**src/rtl/spike_readout.sv**
```systemverilog
// spike_readout: counts per-neuron spikes over WINDOW ce steps, then serially scans for the argmax neuron.
// Latency: out_valid rises NEURON_NUM+1 clk after the cycle presenting the final window ce (one scan per clk).
// Backpressure: result held stable in HOLD until out_ready; SPIKE_READOUT_TIE_FLAG_EN adds the class_tie output.
module spike_readout #(
    parameter int NEURON_NUM = 64,
    parameter int CNT_W      = 8,
    parameter int WINDOW     = 16,
    localparam int IDX_W     = (NEURON_NUM > 1) ? $clog2(NEURON_NUM) : 1
) (
    input  logic                  clk,
    input  logic                  rst_n,
    input  logic                  ce,
    input  logic [NEURON_NUM-1:0] spike_in,
    input  logic                  start,
    output logic                  busy,
    output logic                  out_valid,
    input  logic                  out_ready,
    output logic [IDX_W-1:0]      class_idx,
    output logic [CNT_W-1:0]      class_count
`ifdef SPIKE_READOUT_TIE_FLAG_EN
    ,
    output logic                  class_tie
`endif
);
    localparam int WIN_W = (WINDOW > 1) ? $clog2(WINDOW) : 1;
    localparam logic [CNT_W-1:0] CNT_MAX  = '1;
    localparam logic [WIN_W-1:0] WIN_LAST = WIN_W'(WINDOW - 1);
    localparam logic [IDX_W-1:0] IDX_LAST = IDX_W'(NEURON_NUM - 1);

    typedef enum logic [1:0] {
        IDLE  = 2'd0,
        ACCUM = 2'd1,
        SCAN  = 2'd2,
        HOLD  = 2'd3
    } state_t;

    state_t           state_q;
    state_t           state_d;
    logic [CNT_W-1:0] cnt_q [NEURON_NUM];
    logic [WIN_W-1:0] win_q;
    logic [IDX_W-1:0] scan_ptr_q;
    logic [IDX_W-1:0] best_idx_q;
    logic [CNT_W-1:0] best_cnt_q;
    logic [CNT_W-1:0] scan_val;
    logic             win_last;
    logic             scan_last;
    logic             scan_take;

    assign win_last  = ce && (win_q == WIN_LAST);
    assign scan_last = (scan_ptr_q == IDX_LAST);
    assign scan_val  = cnt_q[scan_ptr_q];
    // Neuron 0 seeds the best registers; later neurons must strictly beat them, so ties keep the lower index.
    assign scan_take = (scan_ptr_q == '0) || (scan_val > best_cnt_q);

    always_ff @(posedge clk or negedge rst_n) begin
        if (!rst_n) begin
            state_q <= IDLE;
        end else begin
            state_q <= state_d;
        end
    end

    always_comb begin
        state_d = state_q;
        case (state_q)
            IDLE:    if (start)     state_d = ACCUM;
            ACCUM:   if (win_last)  state_d = SCAN;
            SCAN:    if (scan_last) state_d = HOLD;
            HOLD:    if (out_ready) state_d = IDLE;
            default:                state_d = IDLE;
        endcase
    end

    always_ff @(posedge clk or negedge rst_n) begin
        if (!rst_n) begin
            for (int i = 0; i < NEURON_NUM; i++) begin
                cnt_q[i] <= '0;
            end
            win_q      <= '0;
            scan_ptr_q <= '0;
            best_idx_q <= '0;
            best_cnt_q <= '0;
        end else begin
            case (state_q)
                IDLE: begin
                    if (start) begin
                        for (int i = 0; i < NEURON_NUM; i++) begin
                            cnt_q[i] <= '0;
                        end
                        win_q <= '0;
                    end
                end
                ACCUM: begin
                    if (ce) begin
                        for (int i = 0; i < NEURON_NUM; i++) begin
                            if (spike_in[i] && (cnt_q[i] != CNT_MAX)) begin
                                cnt_q[i] <= cnt_q[i] + CNT_W'(1);
                            end
                        end
                        win_q      <= win_q + WIN_W'(1);
                        scan_ptr_q <= '0;
                    end
                end
                SCAN: begin
                    if (scan_take) begin
                        best_idx_q <= scan_ptr_q;
                        best_cnt_q <= scan_val;
                    end
                    scan_ptr_q <= scan_last ? '0 : scan_ptr_q + IDX_W'(1);
                end
                default: ;
            endcase
        end
    end

`ifdef SPIKE_READOUT_TIE_FLAG_EN
    logic tie_q;

    // A new leader clears the flag; an equal count from a later neuron sets it.
    always_ff @(posedge clk or negedge rst_n) begin
        if (!rst_n) begin
            tie_q <= 1'b0;
        end else if ((state_q == ACCUM) && win_last) begin
            tie_q <= 1'b0;
        end else if (state_q == SCAN) begin
            if (scan_take) begin
                tie_q <= 1'b0;
            end else if (scan_val == best_cnt_q) begin
                tie_q <= 1'b1;
            end
        end
    end

    assign class_tie = tie_q;
`endif

    assign busy        = (state_q != IDLE);
    assign out_valid   = (state_q == HOLD);
    assign class_idx   = best_idx_q;
    assign class_count = best_cnt_q;

endmodule

```
**config.mk**
```make
export PLATFORM = sky130hd
export DESIGN_NAME = spike_readout
export DESIGN_NICKNAME = d
export VERILOG_FILES = /design/src/rtl/spike_readout.sv
export SDC_FILE = /design/constraint.sdc
export NUM_CORES = 1
export LEC_CHECK = 0
export ABC_AREA = 1
export BUFFER_PORTS_ARGS = -buffer_cell sky130_fd_sc_hd__buf_2
export CORE_ASPECT_RATIO = 1.25
export CORE_UTILIZATION = 40
export CTS_BUF_LIST = sky130_fd_sc_hd__clkbuf_2 sky130_fd_sc_hd__clkbuf_4 sky130_fd_sc_hd__clkbuf_8
export CTS_CLUSTER_DIAMETER = 40
export DETAILED_ROUTE_END_ITERATION = 8
export PLACE_DENSITY = 0.6
export SYNTH_ARGS = -nofsm -noshare
export SYNTH_HDL_FRONTEND = slang
export SYNTH_SLANG_ARGS = --single-unit
export TNS_END_PERCENT = 100
```
**constraint.sdc**
```tcl
create_clock -name clk -period 3.6 [get_ports clk]
set_clock_uncertainty 0.05 [all_clocks]
set_input_delay 1.08 -clock clk [delete_from_list [all_inputs] [get_ports clk]]
set_output_delay 1.08 -clock clk [all_outputs]
set_load 0.005 [all_outputs]
```
==> impl_metrics.ini <==
[run_status]
outcome = finished, final reports clean

[floorplan]
pin_count = 85
dieHeight_um = 324
dieWidth_um = 259
initial_core_util_pct = 40.5
core-area_um2 = 81700
num_rows = 117
dieArea_um2 = 83900

[power_and_ir_drop]
cellLeakagePower_nw = 17.9
p_total_mw = 29.0
ir_worst_vdd_mv = 0.526
p_per_area_nw_per_um2 = 764

[synthesis]
ys_ff_latch = 538
synthFlopType = dfrtp_1
synth_seq_area_share_pct = 40.7
ys_warn_count = 0
avgSynthCellArea_um2 = 7.02
yosys.cell_types.count = 39
synth_cells = 4717
netlist_area_um2 = 33100
synth_nets = 4865
synth_edf_count = 0
async_flop_share_pct = 100

[worst_setup_path]
rr_startpoint = scan_ptr_q[0]
required_ns = 4.19
reg2reg_depth = 18
cp_max_fo = 36
arrival_ns = 3.91
reg2reg_slack_ns = 0.28
crit_path_end_kind = register
startpoint_type = register
worst-setup-path-type = reg2reg
r2r_end = class_idx[3]

[final_layout]
final_util_pct = 46.5
finalInstanceArea_um2 = 38000
area_delta_synth_final_pct = 14.7
layout_commonest_cell = nand2_1
drive_gt1_share_pct = 9.69
final_cell_mix = nand2_1, inv_1, nand3_1, dfrtp_1, o21ai_0
finalNetCount = 4973
fin_cells = 5986

[sta]
period_share_pct = 92.3
min_period_ns = 3.32
tightest_slew_ns = 0.875
hold_viol_final = 0
fmax_mhz = 301
slew_violations = 0
setup_viol = 0
fin_setup_tns_ns = 0
rsz0062_at_grt = false
slew_headroom_pct = 41.7

[clock_network]
root_buffer = clkbuf_8
postCtsHoldBufs = 0
cts_sinks = 538
clk_latency_ns = 0.77
cts_buffers = 104
h-tree-depth = 3
cts_buffer_depth = 3
clk_pin_slew_ns = 0.07
cts_tree = done

[drt]
drc = 0
drt_iter0_markers = 2445
dr_total_vias = 31800
drtAntennaViolNets = 0
routed_wl_mm = 103
via_per_inst = 5.31
firstDrtPassIters = 6
wl_per_cell_um = 17.1

[global_route]
grt_util_all_layers_pct = 24.3
grt_max_degree = 146
grt_pass1_vias = 30400
grt_antenna_before_repair = 1
grt_pass1_wl_mm = 162
grt_overflow = 0

[worst_hold_path]
hp-class = in2async

[job]
drv_cap = 0

[place]
dpl-instance-area_um2 = 35200
placed_cells = 5784
io_buffers = 84
dp_hpwl_mm = 72.7
gp_congestion = 0.916
-- how the worst max path moves through the flow --
stage                       start  slack (ns)      endpoint  cells after the start
finish              scan_ptr_q[0]        0.28  class_idx[3]                     18
global route        scan_ptr_q[0]       0.004  class_idx[5]                     23
CTS                 scan_ptr_q[0]        0.23  class_idx[3]                     19
detailed placement  scan_ptr_q[0]        0.24  class_idx[3]                     20
global placement    scan_ptr_q[0]        0.28  class_idx[3]                     21
floorplan           scan_ptr_q[0]        0.47  class_idx[3]                     24
-- registers in the layout, indices dropped and copies added (netlist names) --
name and count:
class_count 8, class_idx 6, cnt_q 512, scan_ptr_q 6, win_q 4, state_q 2
-- metrics by stage --
stage	hold WS (ns)	worst slack, ns
after floorplan	0.402	0.473
after global placement	0.414	0.278
after detailed placement	0.420	0.245
after CTS	0.300	0.231
after global routing	0.355	0.00363
final	0.335	0.277
-- routing by layer --
metal	global-route usage, %	part of all wire (%)
met1	30.6	43
met2	41.3	48
met4	11.3	4.5
met3	3.02	4.8
met5	0	0
-- cells by family (layout without fill, tap and decap cells) --
family	count (synthesis)	in the layout	share of synthesized area [%]
mux	2	2	0.0681
other cells	0	1	0
simple gates	2280	2280	29.4
fa+ha+maj	79	79	2.99
buf+inv	831	1028	9.79
compound gates	909	909	15.0
xor+xnor	78	78	2.06
flops	538	538	40.7
-- power by group --
part	leakage [nW]	internal, mW	switching, mW
Sequential	7.43	6.89	0.696
Clock	1.30	4.38	3.00
Combinational	9.16	4.25	9.80
-- worst max-delay path: stages, from the launching register on --
cell and delay [ns]:
dfrtp_4 0.58, buf_12 0.20, o211ai_1 0.29, nand3_1 0.14
nand3_1 0.19, nand2_1 0.08, inv_1 0.06, nand3_1 0.16
and2_1 0.22, ha_1 0.31, nand2_1 0.08, inv_1 0.04
o21ai_0 0.13, nand2_1 0.06, o21ai_0 0.15, nand2_1 0.09
inv_1 0.07, buf_4 0.18, o21ai_0 0.09
-- synth_stat cells (2+ instances only) --
master	count	area, um^2
buf_2	64	320
ha_1	79	988
o211ai_1	60	450
a31oi_1	3	18.8
and2_1	19	119
o22ai_1	20	125
nor4_1	32	200
dfrtp_1	538	13500
a21oi_1	328	1640
o21a_1	15	113
nand2_1	1124	4220
mux2_2	2	22.5
o21ai_2	17	149
xnor2_1	3	26.3
nor2_2	20	125
o21ai_0	396	1980
buf_1	22	82.6
nor3_1	82	410
inv_2	30	113
o21ai_1	21	105
clkinv_1	2	7.51
o31ai_1	44	330
nand4_1	68	425
buf_4	7	52.6
buf_6	2	22.5
clkbuf_1	98	368
nor2_4	2	22.5
xor2_1	75	657
inv_1	606	2270
nor2_1	380	1430
o21bai_1	2	15.0
nand2_2	11	68.8
nand3_1	539	2700
-- cell type report --
| class | count | area (um^2) |
|---|---|---|
| Tap cell | 1071 | 1340 |
| Clock inverter | 44 | 566 |
| Antenna cell | 1 | 2.50 |
| Inverter | 638 | 2420 |
| Timing Repair Buffer | 195 | 1760 |
| Clock buffer | 151 | 1980 |
| Multi-Input combinational cell | 3348 | 16400 |
| Sequential cell | 538 | 13500 |
| Fill cell | 8401 | 43700 |
-- timing repair --
| item | 4_1_cts | 5_1_grt |
|---|---|---|
| gates resized for setup | 0 | 6 |
| setup buffers | 0 | 2 |
| setup endpoints to repair | 0 | 14 |
| endpoints found under the hold margin | 0 | 0 |
Note: power is estimated with default switching activity, not from simulation.
